[src/rtl/chan_param_loader_pkg.sv]
// Shared types and helpers for the channel parameter loader.
// Optional checksum word is enabled by CHAN_PARAM_CHECKSUM_EN.
package chan_param_loader_pkg;

  typedef enum logic [2:0] {
    S_HUNT,
    S_PAYLOAD,
    S_CSUM,
    S_CHECK,
    S_COMMIT,
    S_DONE
  } state_t;

  localparam logic [31:0] DEF_SYNC_WORD = 32'hFF00_AAAA;
  localparam int CNT_W = 16;

  function automatic int idx_w(input int n);
    return (n > 1) ? $clog2(n) : 1;
  endfunction

  function automatic logic [CNT_W-1:0] sat_inc(
    input logic [CNT_W-1:0] v
  );
    return (&v) ? v : v + 1'b1;
  endfunction

endpackage

[src/rtl/chan_param_shadow_ram.sv]
// One-frame shadow buffer: write port fed while receiving,
// asynchronous read port drained while committing.
module chan_param_shadow_ram #(
  parameter int DEPTH  = 24,
  parameter int DATA_W = 32,
  parameter int AW     = 5
) (
  input  logic              clk,
  input  logic              we_i,
  input  logic [AW-1:0]     waddr_i,
  input  logic [DATA_W-1:0] wdata_i,
  input  logic [AW-1:0]     raddr_i,
  output logic [DATA_W-1:0] rdata_o
);

  logic [DATA_W-1:0] mem_q [DEPTH];

  always_ff @(posedge clk) begin
    if (we_i) mem_q[waddr_i] <= wdata_i;
  end

  assign rdata_o = mem_q[raddr_i];

endmodule

[src/rtl/chan_param_loader.sv]
// Frame-to-channel parameter loader with atomic commit.
// Define CHAN_PARAM_CHECKSUM_EN to require a trailing sum word.
module chan_param_loader
  import chan_param_loader_pkg::*;
#(
  parameter int NUM_CH        = 8,
  parameter int PARAMS_PER_CH = 3,
  parameter int DATA_W        = 32,
  parameter logic [DATA_W-1:0] SYNC_WORD = DATA_W'(DEF_SYNC_WORD),
  parameter int TIMEOUT       = 1024
) (
  input  logic                             clk,
  input  logic                             rst,
  input  logic                             in_valid,
  input  logic [DATA_W-1:0]                in_data,
  output logic                             busy,
  output logic                             cfg_we,
  output logic [idx_w(NUM_CH)-1:0]         cfg_ch,
  output logic [idx_w(PARAMS_PER_CH)-1:0]  cfg_idx,
  output logic [DATA_W-1:0]                cfg_data,
  output logic                             commit_done,
  output logic [CNT_W-1:0]                 frame_ok_cnt,
  output logic [CNT_W-1:0]                 frame_err_cnt,
  output logic [CNT_W-1:0]                 drop_cnt
);

  localparam int FRAME_LEN = NUM_CH * PARAMS_PER_CH;
  localparam int CH_W  = idx_w(NUM_CH);
  localparam int IX_W  = idx_w(PARAMS_PER_CH);
  localparam int PTR_W = idx_w(FRAME_LEN);
  localparam int TMR_W = $clog2(TIMEOUT + 1);
  localparam logic [PTR_W-1:0] PTR_LAST = PTR_W'(FRAME_LEN - 1);
  localparam logic [IX_W-1:0]  IX_LAST  = IX_W'(PARAMS_PER_CH - 1);
  localparam logic [TMR_W-1:0] TMR_LAST = TMR_W'(TIMEOUT - 1);

  state_t state_q, state_d;
  logic [PTR_W-1:0]  wptr_q, wptr_d;
  logic [PTR_W-1:0]  rptr_q, rptr_d;
  logic [CH_W-1:0]   rch_q, rch_d;
  logic [IX_W-1:0]   rix_q, rix_d;
  logic [TMR_W-1:0]  timer_q, timer_d;
  logic              cfg_we_q, cfg_we_d;
  logic [CH_W-1:0]   cfg_ch_q, cfg_ch_d;
  logic [IX_W-1:0]   cfg_idx_q, cfg_idx_d;
  logic [DATA_W-1:0] cfg_data_q, cfg_data_d;
  logic              done_q, done_d;
  logic [CNT_W-1:0]  ok_q, ok_d;
  logic [CNT_W-1:0]  err_q, err_d;
  logic [CNT_W-1:0]  drop_q, drop_d;
  logic              shw_we;
  logic [DATA_W-1:0] rd_data;
`ifdef CHAN_PARAM_CHECKSUM_EN
  logic [DATA_W-1:0] sum_q, sum_d;
`endif

  chan_param_shadow_ram #(
    .DEPTH  (FRAME_LEN),
    .DATA_W (DATA_W),
    .AW     (PTR_W)
  ) u_shadow (
    .clk     (clk),
    .we_i    (shw_we),
    .waddr_i (wptr_q),
    .wdata_i (in_data),
    .raddr_i (rptr_q),
    .rdata_o (rd_data)
  );

  always_comb begin
    state_d    = state_q;
    wptr_d     = wptr_q;
    rptr_d     = rptr_q;
    rch_d      = rch_q;
    rix_d      = rix_q;
    timer_d    = timer_q;
    cfg_we_d   = 1'b0;
    cfg_ch_d   = cfg_ch_q;
    cfg_idx_d  = cfg_idx_q;
    cfg_data_d = cfg_data_q;
    done_d     = 1'b0;
    ok_d       = ok_q;
    err_d      = err_q;
    drop_d     = drop_q;
    shw_we     = 1'b0;
`ifdef CHAN_PARAM_CHECKSUM_EN
    sum_d      = sum_q;
`endif
    unique case (state_q)
      S_HUNT: begin
        if (in_valid && in_data == SYNC_WORD) begin
          state_d = S_PAYLOAD;
          wptr_d  = '0;
          timer_d = '0;
`ifdef CHAN_PARAM_CHECKSUM_EN
          sum_d   = '0;
`endif
        end
      end
      S_PAYLOAD: begin
        if (in_valid) begin
          shw_we  = 1'b1;
          timer_d = '0;
          wptr_d  = wptr_q + 1'b1;
`ifdef CHAN_PARAM_CHECKSUM_EN
          sum_d   = sum_q + in_data;
          if (wptr_q == PTR_LAST) state_d = S_CSUM;
`else
          if (wptr_q == PTR_LAST) state_d = S_CHECK;
`endif
        end else if (timer_q == TMR_LAST) begin
          err_d   = sat_inc(err_q);
          timer_d = '0;
          state_d = S_HUNT;
        end else begin
          timer_d = timer_q + 1'b1;
        end
      end
`ifdef CHAN_PARAM_CHECKSUM_EN
      S_CSUM: begin
        if (in_valid) begin
          timer_d = '0;
          if (in_data == sum_q) begin
            state_d = S_CHECK;
          end else begin
            err_d   = sat_inc(err_q);
            state_d = S_HUNT;
          end
        end else if (timer_q == TMR_LAST) begin
          err_d   = sat_inc(err_q);
          timer_d = '0;
          state_d = S_HUNT;
        end else begin
          timer_d = timer_q + 1'b1;
        end
      end
`endif
      S_CHECK: begin
        rptr_d  = '0;
        rch_d   = '0;
        rix_d   = '0;
        state_d = S_COMMIT;
      end
      S_COMMIT: begin
        cfg_we_d   = 1'b1;
        cfg_ch_d   = rch_q;
        cfg_idx_d  = rix_q;
        cfg_data_d = rd_data;
        rptr_d     = rptr_q + 1'b1;
        // Channel/index counters avoid a divider on rptr.
        if (rix_q == IX_LAST) begin
          rix_d = '0;
          rch_d = rch_q + 1'b1;
        end else begin
          rix_d = rix_q + 1'b1;
        end
        if (rptr_q == PTR_LAST) state_d = S_DONE;
      end
      S_DONE: begin
        done_d  = 1'b1;
        ok_d    = sat_inc(ok_q);
        state_d = S_HUNT;
      end
      default: state_d = S_HUNT;
    endcase
    if (in_valid && (state_q == S_CHECK || state_q == S_COMMIT ||
                     state_q == S_DONE)) begin
      drop_d = sat_inc(drop_q);
    end
  end

  always_ff @(posedge clk) begin
    if (rst) begin
      state_q    <= S_HUNT;
      wptr_q     <= '0;
      rptr_q     <= '0;
      rch_q      <= '0;
      rix_q      <= '0;
      timer_q    <= '0;
      cfg_we_q   <= 1'b0;
      cfg_ch_q   <= '0;
      cfg_idx_q  <= '0;
      cfg_data_q <= '0;
      done_q     <= 1'b0;
      ok_q       <= '0;
      err_q      <= '0;
      drop_q     <= '0;
`ifdef CHAN_PARAM_CHECKSUM_EN
      sum_q      <= '0;
`endif
    end else begin
      state_q    <= state_d;
      wptr_q     <= wptr_d;
      rptr_q     <= rptr_d;
      rch_q      <= rch_d;
      rix_q      <= rix_d;
      timer_q    <= timer_d;
      cfg_we_q   <= cfg_we_d;
      cfg_ch_q   <= cfg_ch_d;
      cfg_idx_q  <= cfg_idx_d;
      cfg_data_q <= cfg_data_d;
      done_q     <= done_d;
      ok_q       <= ok_d;
      err_q      <= err_d;
      drop_q     <= drop_d;
`ifdef CHAN_PARAM_CHECKSUM_EN
      sum_q      <= sum_d;
`endif
    end
  end

  assign busy          = (state_q == S_CHECK) || (state_q == S_COMMIT);
  assign cfg_we        = cfg_we_q;
  assign cfg_ch        = cfg_ch_q;
  assign cfg_idx       = cfg_idx_q;
  assign cfg_data      = cfg_data_q;
  assign commit_done   = done_q;
  assign frame_ok_cnt  = ok_q;
  assign frame_err_cnt = err_q;
  assign drop_cnt      = drop_q;

endmodule

[config.mk]
export PLATFORM = sky130hd
export DESIGN_NAME = chan_param_loader
export DESIGN_NICKNAME = d
export VERILOG_FILES = /design/src/rtl/chan_param_loader_pkg.sv /design/src/rtl/chan_param_shadow_ram.sv /design/src/rtl/chan_param_loader.sv
export SDC_FILE = /design/constraint.sdc
export NUM_CORES = 1
export LEC_CHECK = 0
export ABC_AREA = 1
export CAP_MARGIN = 20
export CELL_PAD_IN_SITES_DETAIL_PLACEMENT = 1
export CELL_PAD_IN_SITES_GLOBAL_PLACEMENT = 1
export CORE_ASPECT_RATIO = 1.4
export CORE_MARGIN = 1.5
export CORE_UTILIZATION = 45
export CTS_BUF_LIST = sky130_fd_sc_hd__clkbuf_8 sky130_fd_sc_hd__clkbuf_16
export CTS_CLUSTER_DIAMETER = 50
export DETAILED_ROUTE_END_ITERATION = 10
export PLACE_DENSITY = 0.72
export SLEW_MARGIN = 0
export SYNTH_ARGS = -nofsm -noshare
export SYNTH_HDL_FRONTEND = slang
export SYNTH_SLANG_ARGS = --single-unit
[constraint.sdc]
create_clock -name clk -period 3.28 [get_ports clk]
set_input_delay 0.328 -clock clk [delete_from_list [all_inputs] [get_ports clk]]
set_output_delay 0.328 -clock clk [all_outputs]
set_load 0.005 [all_outputs]
Word-level counts from Yosys, hierarchy flattened

Memories as Yosys holds them, arrays and structs flattened. A register that Yosys moved wholly into a read port is not among the register bits.
Index checks and enable logic that the tools add are counted.
Widths: inputs -> output; s select.

Add/sub/neg operators: 8
Multipliers: 0
Div/mod/pow operators: 0
$lt $le $gt $ge: 0
Eq/ne operators: 15
Shifts and indexed selects: 0
Muxes and demuxes: 24
Bitwise gates (word level): 4
Reduce and logical (&&, ||, !) cells: 17

Operators with widths:

| kind                  | count |
|---|---|
| $add 16x1->16 const B | 3 |
| $reduce_and 16->1     | 3 |
| $mux 11               | 3 |
| $eq 32x32->1 const B  | 1 |
| $pmux 11 s2           | 1 |
| $pmux 5 s2            | 2 |
| $mux 3                | 6 |
| $pmux 3 s4            | 1 |
| $add 11x1->11 const B | 1 |
| $eq 11x10->1 const B  | 1 |
| $add 5x1->5 const B   | 2 |
| $eq 5x5->1 const B    | 2 |
| $mux 5                | 2 |
| $ne 2x2->1 const B    | 4 |
| $reduce_and 2->1      | 4 |
| $reduce_and 4->1      | 2 |
| $eq 3x3->1 const B    | 2 |
| $mux 1                | 6 |
| $ne 3x3->1 const B    | 2 |
| $pmux 3 s2            | 1 |
| $not 1->1             | 4 |
| $pmux 2 s2            | 1 |
| $reduce_bool 2->1     | 2 |
| $add 3x1->3 const B   | 1 |
| other kinds (9)       | 11 |

Flip-flop bits (word level): 84
Latch bits: 0
Bits in writable memories: 768
Bits in read-only memories: 0
Input port bits: 35
Output and inout port bits: 88
Logic and storage cells: 82
Memories: 1

Memories:

| memory         | words | width | rd ports | clocked after Yosys merged registers in | wr ports | RTL line                    | source |
|---|---|---|---|---|---|---|---|
| u_shadow.mem_q | 24    | 32    | 1        | 1                                       | 1        | chan_param_shadow_ram.sv:16 | `logic [DATA_W-1:0] mem_q [DEPTH];` |

Longest topological paths before layout

Word-level depth: 5
Gate-level depth with buffers: 13

Hierarchy

Synthesis repeated with hierarchy kept, for this count alone.

Cell total of the unflattened synthesis: 3694
Area total of the unflattened synthesis: 37800.0 µm²

By module, submodules not included:

| module                | instances | cells each | area each (µm²) | seq. area each (µm²) |
|---|---|---|---|---|
| chan_param_shadow_ram | 1         | 2894       | 32230.9         | 23062.1 |
| chan_param_loader     | 1         | 800        | 5569.1          | 2322.2 |

Worst setup path before layout

OpenSTA, ideal clock, no wires.

Kind: reg-to-reg
Start point: register state_q[0]
End point: memory u_shadow.mem_q[0][0], enable pin
Setup time: 0.421 ns
Arrival: 2.591 ns
Data required time: 2.859 ns
Slack: 0.267 ns
Stages on the path, launching flop included: 7
Path buffers: 0
Path through: dfxtp_1 > inv_1 > nor3_2 > nand2_1 > inv_1 > nand2_1 > nor2_1

Longest elaborated chain between the ends: 4

RTL lines:

| element                      | RTL line                    | source |
|---|---|---|
| from (decl)                  | chan_param_loader.sv:36     | `state_t state_q, state_d;` |
| from (signal assigned)       | chan_param_loader.sv:191    | `state_q <= state_d;` |
| $eq 3x1->1                   | chan_param_loader.sv:88     | `unique case (state_q)` |
| $mux 1                       | chan_param_loader.sv:88     |  |
| $mux 1                       | chan_param_shadow_ram.sv:19 | `if (we_i) mem_q[waddr_i] <= wdata_i;` |
| $mux 1 (implied by the code) | chan_param_shadow_ram.sv:19 |  |
| to (decl)                    | chan_param_shadow_ram.sv:16 |  |

No other way between the ends.

Final worst setup path

Start point: register state_q[0]
End point: memory u_shadow.mem_q[5][15], enable pin

Same word-level chain as after synthesis.

==> run summary <==
Hold Vio Cnt, Final -> 0
Final Util -> 52.72%
TritonCTS buffer count -> 90
Rows -> 124
PD cells -> 541.5 mW/mm²
Clock sink total -> 884
DRC Markers -> 0
Die height -> 341.6 µm
Vias in the first global route -> 28930
Remaining antenna violation count -> 0
Clock Latency Late Sink -> 0.66 ns
Setup TNS -> 0 ns
Ys Warns -> 0
Register area share after synthesis -> 68.87%
Final Skew -> 0.01573 ns
Mapped cell area -> 0.03686 mm²
First-pass GRT wire length -> 174700 µm
H-tree Lvls -> 3
Number of synthesized flops with an enable pin -> 768
Core area -> 0.08145 mm²
Syn Nets -> 3574
CP top delay family -> simple AND/OR/NAND/NOR gates
CP Class -> reg -> reg
WP data arrival -> 3.09 ns
Commonest cells in the netlist -> nand2_1, edfxtp_1, nor2_1
CTS resizes -> 0
CP bufs+invs -> 3
Number of port buffers -> 122
CP cell instances -> inv_1 > nor3_2 > nand2_1 > inv_1 > nand2_1 > nor2_4 > buf_4
CP max-delay cell -> nand2_1
Max Cap Viol -> 0
Ant. Diodes -> 0
Setup bufs post-CTS -> 0
Max VDD drop -> 0.3542 mV
Clock Pin Slew Worst Setup and Hold Paths -> 0.06 ns
Pin count of the biggest net entering global routing -> 153
Fill cells -> 8803
Design area -> 0.04294 mm²
Yosys top cell by area -> edfxtp_1
Final setup violation count -> 0
Fin crit period -> 2.779 ns
CP endpoint kind -> register
Max Freq -> 0.3599 GHz
Initial antenna violation count -> 2
Top cell type's share of synthesized area -> 62.57%
Least-Margin Pin Slew -> 0.9899 ns
Max Transition Viols Final -> 0
DRT Pass-1 Iters -> 5
CTS tree -> yes
#FFs+latches synth -> 884
CTS Hold Bufs -> 0
CTS max path bufs -> 3
Synthesized instance count -> 3529
Die Wd -> 244.9 µm
Initial DRC Count -> 2081
Outcome -> complete, no violations
Gpl congestion -> 0.8843
Hold Crit Class -> in -> reg
Avg Cell Area, Syn -> 10.44 µm²
Layout area overhead -> 16.50%
CP Data Required Time -> 3.59 ns
DR WL/cell -> 24.17 µm
HPWL after detailed placement -> 72330 µm
Io pins -> 123
Via count -> 26940
Drt total wl -> 116400 µm
Slew Limit Headroom -> 33.77%
Initial core utilization -> 45.25%
Avg Vias per Cell -> 5.594
Post-synth ARST share -> 0%
CP Launch Type -> register
Die Area -> 0.08366 mm²
Crit path max fanout -> 20
GRT Resource Usage Total -> 28.03%
Gr ovfl total -> 0
Synth area leaders -> edfxtp_1, nand2_1, dfxtp_1
Synth cell types -> 37
Final #Nets -> 3713
RSZ-0062 raised after global routing -> false
Share of layout cells above drive strength 1 -> 8.280%
Synth Flop Type -> edfxtp_1
Root Buffer -> clkbuf_16
CP peak stage delay -> 0.43 ns
Leakage -> 15.59 nW
Most frequent cell after synthesis -> nand2_1
Placed inst area -> 0.03985 mm²
Crit share post-route -> 84.72%
-- layer usage --
metal	track usage [%]	up-vias	wire length (µm)
met5	0	-	13
met4	14.61	2	5938
met3	4.251	216	6327
met2	49.03	816	59130
met1	33.32	13610	44970
li1	-	12300	-
-- area by class of cell --
type	count	area, µm²	share of cell area (%)
clock buffers	103	2510	5.845
clock inverters	65	585.6	1.364
inverters	158	610.6	1.422
multi-input cells	2294	10200	23.74
flip-flops and latches	884	25400	59.14
well taps	1071	1340	3.121
repair buffers	240	2302	5.361
-- worst reg2reg max path: cells and delay by family, from the launching register on --
| family | cells | cell delay (ns) |
|---|---|---|
| DFF | 1 | 0.39 |
| and+or+nand+nor | 4 | 1.30 |
| buffers and inverters | 3 | 0.75 |
-- worst paths after layout --
kind	endpoint	slack, ns	start	depth (start not counted)
min	frame_ok_cnt[2]	0.29	rst	4
min reg2reg	timer_q[10]	0.45	timer_q[10]	2
max reg2reg	u_shadow.mem_q[5][15]	0.50	state_q[0]	7
max	u_shadow.mem_q[5][15]	0.50	state_q[0]	7
-- cell usage in the layout, fill, tap and decap left out, types with 3 or more instances in the layout --
master and instances:
buf_12 16, clkdlybuf4s50_1 121, o211ai_1 34, nand3_1 364, clkinv_4 3, nand3b_1 3, inv_1 163, bufinv_16 10
nor3_1 19, inv_8 4, nor2_1 516, a21oi_1 97, clkinv_2 18, clkbuf_16 97, ha_1 10, nor2_4 24
dfxtp_1 111, xor2_1 15, dfxtp_4 3, o21ai_0 249, nand2_1 913, inv_2 6, edfxtp_1 768, nand4_1 17
xnor2_1 8, clkbuf_8 6, nor2_2 3, clkinv_1 14, o21ai_1 4, nand2_2 3, buf_4 102
-- stage by stage --
| step | hold WS (ns) | power [mW] | setup slack, ns | instances |
|---|---|---|---|---|
| detailed placement | 0.4357 | 12.77 | 0.3651 | 4647 |
| CTS | 0.2669 | 23.38 | 0.4995 | 4815 |
| finish | 0.2879 | 23.25 | 0.5013 | 4815 |
| floorplan | 0.4114 | 12.48 | 0.2675 | 3529 |
| global placement | 0.4337 | 12.76 | 0.3972 | 4647 |
| global route | 0.3477 | 23.75 | 0.2812 | 4815 |
-- power breakdown --
part / internal [mW] / switching, mW
Combinational: 0.0714 / 0.263
Sequential: 12.2 / 0.0000000000532
Clock: 6.27 / 4.45
-- cell families after synthesis --
group,synth area share [%]
DFF,68.87
adders and majority gates,0.3395
xor gates and xnor gates,0.5465
and+or+nand+nor,20.64
buffers and inverters,3.958
AOI/OAI and AO/OA,5.649
-- flip-flops by register name, summed over array words and instances, names as in the netlist --
name / cells
u_shadow.mem_q: 768
cfg_data: 32
drop_cnt: 16
frame_err_cnt: 16
frame_ok_cnt: 16
timer_q: 11
rptr_q: 5
wptr_q: 5
cfg_ch: 3
rch_q: 3
state_q: 3
cfg_idx: 2
rix_q: 2
cfg_we: 1
commit_done: 1
No activity file was read; power rests on OpenSTA's default activity.
